`src/rtl/vga_timing_gen.sv`:
```
// Parametrised VGA timing generator: raster counters, strobes, frame count, delayed syncs and blanked colour.
// Optional macro VGA_TIMING_BORDER_EN forces an all-ones one-pixel border around the visible area.
module vga_timing_gen #(
   parameter int   H_ACTIVE    = 800,
   parameter int   H_FRONT     = 40,
   parameter int   H_SYNC      = 128,
   parameter int   H_BACK      = 88,
   parameter int   V_ACTIVE    = 600,
   parameter int   V_FRONT     = 1,
   parameter int   V_SYNC      = 4,
   parameter int   V_BACK      = 23,
   parameter logic H_SYNC_POL  = 1'b1,
   parameter logic V_SYNC_POL  = 1'b1,
   parameter int   PIPE_DELAY  = 2,
   parameter int   COORD_W     = 16,
   parameter int   FRAME_CNT_W = 8
) (
   input  logic                   i_pix_clk,
   input  logic                   i_reset_n,
   output logic [COORD_W-1:0]     o_horz_coord,
   output logic [COORD_W-1:0]     o_vert_coord,
   output logic                   o_in_active_area,
   output logic                   o_line_start,
   output logic                   o_frame_start,
   output logic [FRAME_CNT_W-1:0] o_frame_count,
   input  logic [2:0]             i_red,
   input  logic [2:0]             i_green,
   input  logic [1:0]             i_blue,
   output logic [2:0]             o_red,
   output logic [2:0]             o_green,
   output logic [1:0]             o_blue,
   output logic                   o_horz_sync,
   output logic                   o_vert_sync,
   output logic                   o_video_active
);

   localparam int H_TOTAL = H_ACTIVE + H_FRONT + H_SYNC + H_BACK;
   localparam int V_TOTAL = V_ACTIVE + V_FRONT + V_SYNC + V_BACK;

   localparam logic [COORD_W-1:0] H_LAST = COORD_W'(H_TOTAL - 1);
   localparam logic [COORD_W-1:0] V_LAST = COORD_W'(V_TOTAL - 1);
   localparam logic [COORD_W-1:0] H_ACT  = COORD_W'(H_ACTIVE);
   localparam logic [COORD_W-1:0] V_ACT  = COORD_W'(V_ACTIVE);
   localparam logic [COORD_W-1:0] HS_BEG = COORD_W'(H_ACTIVE + H_FRONT);
   localparam logic [COORD_W-1:0] HS_END = COORD_W'(H_ACTIVE + H_FRONT + H_SYNC);
   localparam logic [COORD_W-1:0] VS_BEG = COORD_W'(V_ACTIVE + V_FRONT);
   localparam logic [COORD_W-1:0] VS_END = COORD_W'(V_ACTIVE + V_FRONT + V_SYNC);

`ifdef VGA_TIMING_BORDER_EN
   localparam logic [COORD_W-1:0] H_ACT_LAST = COORD_W'(H_ACTIVE - 1);
   localparam logic [COORD_W-1:0] V_ACT_LAST = COORD_W'(V_ACTIVE - 1);
   localparam int DW = 4;
`else
   localparam int DW = 3;
`endif

   // run_q holds the raster at (0,0) for the first edge after reset so that edge presents the frame start
   logic                   run_q, run_d;
   logic [COORD_W-1:0]     x_q, x_d;
   logic [COORD_W-1:0]     y_q, y_d;
   logic                   act_q, act_d;
   logic                   ls_q, ls_d;
   logic                   fs_q, fs_d;
   logic                   hs0_q, hs0_d;
   logic                   vs0_q, vs0_d;
   logic [FRAME_CNT_W-1:0] fc_q, fc_d;
`ifdef VGA_TIMING_BORDER_EN
   logic                   brd_q, brd_d;
`endif

   always_comb begin
      x_d   = '0;
      y_d   = '0;
      run_d = 1'b1;
      if (run_q) begin
         if (x_q == H_LAST) begin
            x_d = '0;
            y_d = (y_q == V_LAST) ? '0 : y_q + COORD_W'(1);
         end else begin
            x_d = x_q + COORD_W'(1);
            y_d = y_q;
         end
      end
      act_d = (x_d < H_ACT) && (y_d < V_ACT);
      ls_d  = (x_d == '0);
      fs_d  = (x_d == '0) && (y_d == '0);
      hs0_d = ((x_d >= HS_BEG) && (x_d < HS_END)) ? H_SYNC_POL : ~H_SYNC_POL;
      vs0_d = ((y_d >= VS_BEG) && (y_d < VS_END)) ? V_SYNC_POL : ~V_SYNC_POL;
      fc_d  = fc_q + FRAME_CNT_W'(fs_q);
`ifdef VGA_TIMING_BORDER_EN
      brd_d = act_d && ((x_d == '0) || (x_d == H_ACT_LAST) ||
                        (y_d == '0) || (y_d == V_ACT_LAST));
`endif
   end

   always_ff @(posedge i_pix_clk) begin
      if (!i_reset_n) begin
         run_q <= 1'b0;
         x_q   <= '0;
         y_q   <= '0;
         act_q <= 1'b0;
         ls_q  <= 1'b0;
         fs_q  <= 1'b0;
         hs0_q <= ~H_SYNC_POL;
         vs0_q <= ~V_SYNC_POL;
         fc_q  <= '0;
`ifdef VGA_TIMING_BORDER_EN
         brd_q <= 1'b0;
`endif
      end else begin
         run_q <= run_d;
         x_q   <= x_d;
         y_q   <= y_d;
         act_q <= act_d;
         ls_q  <= ls_d;
         fs_q  <= fs_d;
         hs0_q <= hs0_d;
         vs0_q <= vs0_d;
         fc_q  <= fc_d;
`ifdef VGA_TIMING_BORDER_EN
         brd_q <= brd_d;
`endif
      end
   end

   assign o_horz_coord     = x_q;
   assign o_vert_coord     = y_q;
   assign o_in_active_area = act_q;
   assign o_line_start     = ls_q;
   assign o_frame_start    = fs_q;
   assign o_frame_count    = fc_q;

   // Delay line bundle: {border (optional), active, vsync, hsync}
   logic [DW-1:0] s0_w;
   logic [DW-1:0] dly_w;
`ifdef VGA_TIMING_BORDER_EN
   localparam logic [DW-1:0] IDLE = {1'b0, 1'b0, ~V_SYNC_POL, ~H_SYNC_POL};
   assign s0_w = {brd_q, act_q, vs0_q, hs0_q};
`else
   localparam logic [DW-1:0] IDLE = {1'b0, ~V_SYNC_POL, ~H_SYNC_POL};
   assign s0_w = {act_q, vs0_q, hs0_q};
`endif

   generate
      if (PIPE_DELAY == 0) begin : g_no_dly
         assign dly_w = s0_w;
      end else begin : g_dly
         logic [DW-1:0] pipe_q [PIPE_DELAY];
         logic [DW-1:0] pipe_d [PIPE_DELAY];

         always_comb begin
            pipe_d[0] = s0_w;
            for (int i = 1; i < PIPE_DELAY; i++) begin
               pipe_d[i] = pipe_q[i-1];
            end
         end

         always_ff @(posedge i_pix_clk) begin
            if (!i_reset_n) begin
               for (int i = 0; i < PIPE_DELAY; i++) begin
                  pipe_q[i] <= IDLE;
               end
            end else begin
               for (int i = 0; i < PIPE_DELAY; i++) begin
                  pipe_q[i] <= pipe_d[i];
               end
            end
         end

         assign dly_w = pipe_q[PIPE_DELAY-1];
      end
   endgenerate

   assign o_horz_sync    = dly_w[0];
   assign o_vert_sync    = dly_w[1];
   assign o_video_active = dly_w[2];

   // Colour arrives PIPE_DELAY cycles after its coordinate, so it lines up with the delayed flags directly
   always_comb begin
      o_red   = '0;
      o_green = '0;
      o_blue  = '0;
      if (dly_w[2]) begin
         o_red   = i_red;
         o_green = i_green;
         o_blue  = i_blue;
      end
`ifdef VGA_TIMING_BORDER_EN
      if (dly_w[3]) begin
         o_red   = '1;
         o_green = '1;
         o_blue  = '1;
      end
`endif
   end

endmodule
```
`config.mk`:
```
export PLATFORM = sky130hd
export DESIGN_NAME = vga_timing_gen
export DESIGN_NICKNAME = d
export VERILOG_FILES = /design/src/rtl/vga_timing_gen.sv
export SDC_FILE = /design/constraint.sdc
export NUM_CORES = 1
export LEC_CHECK = 0
export CAP_MARGIN = 20
export CORE_UTILIZATION = 40
export CTS_BUF_LIST = sky130_fd_sc_hd__clkbuf_4 sky130_fd_sc_hd__clkbuf_8
export DETAILED_ROUTE_END_ITERATION = 10
export PLACE_DENSITY = 0.69
export SETUP_SLACK_MARGIN = 0.5
export SLEW_MARGIN = 20
export SYNTH_ARGS = -nofsm -noshare
export SYNTH_HDL_FRONTEND = slang
export SYNTH_SLANG_ARGS = --single-unit
```
`constraint.sdc`:
```
create_clock -name i_pix_clk -period 3.1 [get_ports i_pix_clk]
set_clock_uncertainty 0.1 [all_clocks]
set_input_delay 0.465 -clock i_pix_clk [delete_from_list [all_inputs] [get_ports i_pix_clk]]
set_output_delay 0.465 -clock i_pix_clk [all_outputs]
set_load 0.01 [all_outputs]
```
==> results by group, run 1 <==
Floorplan
  • Die width: about 85 µm
  • Die height: 85.4 µm
  • Row count: 30
  • Core Region: a little under 0.007 mm²
  • Initial Util: approximately two fifths
  • Die area: around 0.0073 mm²
  • I/O Pins: between 60 and 70

Setup path
  • R2R Setup Slk: roughly 390 ps
  • CP cell instances: or4b_4 > o41a_1 > a32oi_1 > o31ai_2 > and4b_4 > a2111o_1 > a2111oi_2
  • Kind of critical path: reg2reg
  • WP data required: roughly 3200 ps
  • CP Capture Type: flip-flop
  • Arr. time, crit path: between 2000 and 3000 ps
  • R2R Path End: o_in_active_area$_SDFF_PN0_
  • FF-to-FF path depth: 7
  • Levels on crit path: 7
  • Slowest cell on the critical path: or4b_4
  • CP max stage delay: 550 ps
  • Critical path fanouts, max: 3
  • Worst R2R Start: o_vert_coord[8]$_SDFF_PN0_
  • Crit path buf inv count: 0
  • Worst Setup Start Kind: flip-flop
  • CP delay by family, top: compound AO/OA/AOI/OAI gates

Synth
  • Syn. warnings: 0
  • Post-synth top area cell: dfxtp_1
  • Synthesized cell area: ~0.0028 mm²
  • Yosys reg bits: between 50 and 60
  • Seq/Total Area, Yosys: between 30% and 40%
  • Share of the synthesized area in the top cell type: a little under two fifths
  • Main synth FF type: dfxtp_1
  • Adder-Cell Fraction of Synth Area: between 1.5 and 2%
  • Simple-Gate Fraction of Synth Area: between 30% and 40%
  • Mux contribution to synthesized area: 1.53%
  • Synth area leaders: dfxtp_1 (37%), and2_1 (6.3%), xnor2_1 (6.3%)
  • Number of synthesized flops with an enable pin: 0
  • Syn Inst Count: around 320
  • Avg Cell Area, Syn: just under 9 µm²
  • Largest family of logic cells by synthesized area: simple AND/OR/NAND/NOR gates
  • Post-Synth XOR/XNOR Area: roughly 11%
  • Fraction of the mapped netlist area in compound gates: 9.85%
  • Mapped Nets: around 330
  • Netlist cell types: 67
  • Async SR Flop Fraction: 0%

Run status
  • Outcome: finished with violations
  • Violated checks: DRC

Timing
  • Slew HR: around 67%
  • Hold Vio Cnt, Final: 0
  • Max Transition Viols Final: 0
  • Endpoints failing setup: 0
  • RSZ-0062 raised after global routing: yes
  • Final TNS setup: 0 ps
  • Crit path time final: 2710 ps
  • Fmax: between 300 and 400 MHz
  • Final Cycle Share: 87.5%
  • Least-Margin Pin Slew: about 490 ps
  • Hold_ws: about 340 ps

Pwr
  • VDD IR max: between 200 and 250 µV
  • Pleak: 1.36 nW
  • Power density over the cells: slightly above 300 mW/mm²

Min path
  • Hold EP: g_dly.pipe_q[0][4]$_SDFF_PN0_
  • HP Class: reg2reg
  • Hold Path Stages: 1
  • Worst hold start: g_dly.pipe_q[0][1]$_SDFF_PN0_

Placement
  • # port buffers: 63
  • HPWL after DPL: 4.91 mm
  • GP Congestion: 0.941

CTS
  • Number of CTS-inserted buffers: 5
  • H-tree Lvls: 2
  • CTS tree: done
  • Worst-skew pair later-pin latency: 300 ps
  • Hold Buf Count CTS: 0
  • Clock root buffer master: clkbuf_8
  • Clock Path Buffers: 2
  • Clk pin slew, worst setup/hold paths: around 100 ps
  • Sink Count: 52

Route
  • Post-route DRC: 1
  • Routed WL: around 7 mm
  • Routed Antenna Nets: 0
  • WL per Instance: between 10 and 15 µm
  • DR vias: between 2000 and 3000
  • Starting DRT DRC Count: 212
  • Drt pass-1 iters: 9
  • Vias/cell: roughly 5.5

Layout
  • Layout cell share with drive strength beyond 1: a little under a fifth
  • Layout area overhead: 37.0%
  • Most common cell after layout, fill and taps aside: clkdlybuf4s50_1
  • Final nets: between 300 and 400
  • Util after Layout: a little under three fifths
  • Most frequent cells in the layout: clkdlybuf4s50_1 (63), dfxtp_1 (41), nor2_1 (31)
  • # fillers: around 640
  • Antenna cells: 0

Global routing
  • Vias in the first global route: roughly 2300
  • Initial antenna violation count: 0
  • Total grt overflow: 0
  • First-pass GRT wire length: 11.2 mm
  • Overall routing resource usage: between 10% and 20%
  • Largest net degree at the start of global routing: 32

Flow run
  • MaxCap Viol Count: 0
Yosys cell counts (4+ instances only):
| master | instances |
|---|---|
| dfxtp_1 | 52 |
| nor2_1 | 31 |
| and2_1 | 28 |
| nand2_1 | 20 |
| xnor2_1 | 20 |
| nand3_1 | 17 |
| xor2_1 | 15 |
| nor3_1 | 11 |
| clkbuf_1 | 9 |
| nor4_1 | 9 |
| and3_1 | 8 |
| a21oi_1 | 7 |
| inv_1 | 6 |
| nand4_1 | 5 |
| o21ai_0 | 5 |
| ha_1 | 4 |
| nor2b_1 | 4 |
| o31ai_1 | 4 |
| or4_1 | 4 |
what timing repair did:
action | CTS | global route
gates resized for setup | 22 | 13
setup buffers | 3 | 5
pin swaps | 4 | 1
gates cloned | 0 | 0
endpoints found under the setup margin | 4 | 4
flip-flops by register name, summed over array words and instances, names as in the netlist:
name / cells
g_dly.pipe_q: 6
o_frame_count: 8
o_vert_coord: 16
run_q: 1
hs0_q: 1
o_frame_start: 1
o_line_start: 1
o_in_active_area: 1
vs0_q: 1
o_horz_coord: 16
how the worst max path moves through the flow:
stage                                     from                          end  slack (ps)
floorplan           o_vert_coord[0]$_SDFF_PN0_  o_in_active_area$_SDFF_PN0_         480
global placement    o_horz_coord[0]$_SDFF_PN0_             vs0_q$_SDFF_PN0_         350
detailed placement  o_horz_coord[0]$_SDFF_PN0_             vs0_q$_SDFF_PN0_         230
CTS                 o_vert_coord[7]$_SDFF_PN0_  o_in_active_area$_SDFF_PN0_         390
global route        o_vert_coord[8]$_SDFF_PN0_  o_in_active_area$_SDFF_PN0_         350
finish              o_vert_coord[8]$_SDFF_PN0_  o_in_active_area$_SDFF_PN0_         390
where the power goes:
| group | switching [mW] | internal, mW | total, mW |
|---|---|---|---|
| Combinational | 0.0342 | 0.0427 | 0.0769 |
| Sequential | 0.00770 | 0.673 | 0.680 |
| Clock | 0.232 | 0.162 | 0.394 |
| Total | 0.274 | 0.878 | 1.15 |
layout make-up:
type	count	area, µm²	area share [%]
Multi-Input combinational cell	241	1780	46.7
Sequential cell	52	1070	28.0
Timing Repair Buffer	79	751	19.7
Tap cell	80	100	2.63
Clock buffer	5	68.8	1.81
Clock inverter	3	22.5	0.591
Inverter	6	22.5	0.591
through the flow:
stage | cell area (µm²) | std cells | setup WS [ps] | total power, mW
6_report | 3810 | 466 | 387 | 1.15
5_1_grt | 3810 | 466 | 349 | 1.20
4_1_cts | 3730 | 461 | 391 | 1.17
3_5_place_dp | 3530 | 450 | 229 | 0.775
3_3_place_gp | 3530 | 450 | 346 | 0.773
2_1_floorplan | 2840 | 315 | 483 | 0.731
layer usage:
metal / track usage (%) / share of wire, % / up-vias / routed length, µm
met3: 4.18 / 6.4 / 10 / 437
met2: 31.5 / 48 / 92 / 3310
li1: - / - / 1257 / -
met5: 0 / 0 / - / 0
met4: 7.12 / 1.3 / 0 / 90
met1: 24.5 / 44 / 1204 / 3020
logic make-up (layout without fill, tap and decap cells):
kind of cell	after synthesis	in the layout
AOI/OAI and AO/OA	36	36
xor gates and xnor gates	35	35
adders and majority gates	4	4
buffers and inverters	22	93
DFF	52	52
muxes	4	4
and+or+nand+nor	162	162
Note: power is estimated with default switching activity, not from simulation.
==> run 2, diff against run 1 <==
- SKIP_CTS_REPAIR_TIMING: unset -> 1
==> results by group, run 2 (synthesized netlist as in run 1, its figures left out) <==
Run status
  • Outcome: finished with violations
  • Violated checks: DRC

Timing
  • Fmax: approximately 370 MHz
  • RSZ-0062 raised after global routing: yes
  • Max Transition Viols Final: 0
  • Crit path time final: 2720 ps
  • Least-Margin Pin Slew: approximately 460 ps
  • Slew HR: between 60% and 70%
  • Hold Vio Cnt, Final: 0
  • Final Cycle Share: 87.7%
  • Endpoints failing setup: 0
  • Final TNS setup: 0 ps
  • Final WS setup: 381 ps

Flow run
  • MaxCap Viol Count: 0

CTS
  • Sink Count: between 50 and 60
  • Clock Path Buffers: 2
  • CTS tree: done
  • Worst-skew pair later-pin latency: roughly 300 ps
  • Clk pin slew, worst setup/hold paths: about 100 ps
  • Clock root buffer master: clkbuf_8
  • Number of CTS-inserted buffers: 5
  • H-tree Lvls: 2

Placement
  • GP Congestion: about 0.94
  • Cell count after placement: 450
  • Dpl ws: between 200 and 250 ps
  • # port buffers: 63
  • HPWL after DPL: roughly 4.9 mm

Layout
  • Layout cell share with drive strength beyond 1: between 10% and 20%
  • Most common cell after layout, fill and taps aside: clkdlybuf4s50_1
  • Antenna cells: 0
  • Final nets: ~400
  • Most frequent cells in the layout: clkdlybuf4s50_1 (63), dfxtp_1 (41), nor2_1 (31)
  • Layout area overhead: 38.4%
  • Layout Cells excl Fill: 468

Setup path
  • Worst R2R Start: o_vert_coord[8]$_SDFF_PN0_
  • Arr. time, crit path: between 2000 and 3000 ps
  • Critical path fanouts, max: 3
  • R2R Setup Slk: between 300 and 400 ps
  • WP data required: roughly 3200 ps
  • Kind of critical path: reg2reg
  • CP Capture Type: flip-flop
  • FF-to-FF path depth: 7
  • Worst Setup Start Kind: flip-flop
  • R2R Path End: o_in_active_area$_SDFF_PN0_

Pwr
  • VDD IR max: 217 µV
  • Power density over the cells: around 300 mW/mm²
  • Total power: about 1.2 mW
  • Pleak: 1.39 nW

Min path
  • Hold Path Stages: 1
  • HP Class: reg2reg
  • Worst hold start: g_dly.pipe_q[0][1]$_SDFF_PN0_
  • Hold EP: g_dly.pipe_q[0][4]$_SDFF_PN0_

Global routing
  • First-pass GRT wire length: between 10 and 15 mm
  • Largest net degree at the start of global routing: 32
  • GR Util met1: 23.9%
  • Initial antenna violation count: 0
  • Grt met3 use: 4.09%
  • Overall routing resource usage: a little under a fifth
  • Vias in the first global route: around 2300
  • Met2 Use GR: 30.5%
  • Total grt overflow: 0
  • Global route hottest layer: met2

Route
  • Starting DRT DRC Count: roughly 170
  • Routed WL: roughly 7 mm
  • WL per Instance: approximately 15 µm
  • Post-route DRC: 1
  • Drt pass-1 iters: 9
  • DR vias: 2574
  • Routed Antenna Nets: 0
  • Vias/cell: about 5.5

Floorplan
  • Core Region: between 0.006 and 0.007 mm²
  • Die area: between 0.007 and 0.008 mm²
  • Die height: around 85 µm
  • Initial Util: 41.2%
  • I/O Pins: 64
  • Row count: 30
  • Die width: between 80 and 90 µm
==> run 2: worst max-delay path by stage <==
stage / start / endpoint / slack, ps / cells past startpoint
after CTS: o_horz_coord[0]$_SDFF_PN0_ / vs0_q$_SDFF_PN0_ / 200 / 8
final: o_vert_coord[8]$_SDFF_PN0_ / o_in_active_area$_SDFF_PN0_ / 380 / 7
after detailed placement: o_horz_coord[0]$_SDFF_PN0_ / vs0_q$_SDFF_PN0_ / 230 / 8
after global routing: o_horz_coord[5]$_SDFF_PN0_ / o_in_active_area$_SDFF_PN0_ / 320 / 7
after global placement: o_horz_coord[0]$_SDFF_PN0_ / vs0_q$_SDFF_PN0_ / 350 / 8
after floorplan: o_vert_coord[0]$_SDFF_PN0_ / o_in_active_area$_SDFF_PN0_ / 480 / 8
==> run 2: area by class of cell <==
type                    count  area [µm²]
flip-flops and latches     52        1070
clock inverters             3        22.5
clock buffers               5        68.8
well taps                  80         100
fillers                   639        2900
multi-input cells         241        1810
inverters                   6        22.5
repair buffers             81         766
==> run 2: power by group <==
part / leakage (nW) / switching [mW] / internal [mW]
Sequential: 0.428 / 0.00772 / 0.673
Combinational: 0.910 / 0.0344 / 0.0428
Clock: 0.0485 / 0.232 / 0.162
Total: 1.39 / 0.274 / 0.878
==> run 2: through the flow <==
stage,utilization [%],hold WS (ps),area (µm²)
finish,57.0,341,3850
global route,57.0,368,3850
CTS,53.5,345,3620
detailed placement,52.2,320,3530
global placement,52.2,316,3530
floorplan,-,312,2840
==> run 2: routing by layer <==
metal | vias up | part of all wire, %
li1 | 1262 | -
met5 | - | 0
met3 | 8 | 5.4
met2 | 90 | 48
met4 | 0 | 1.0
met1 | 1214 | 45
==> run 2: worst max-delay path, stage by stage (launching register included) <==
cell,delay [ps]
dfxtp_4,360
or4b_4,550
o41a_1,500
a32oi_1,220
o31ai_2,120
and4b_4,210
a2111o_1,290
a2111oi_2,280
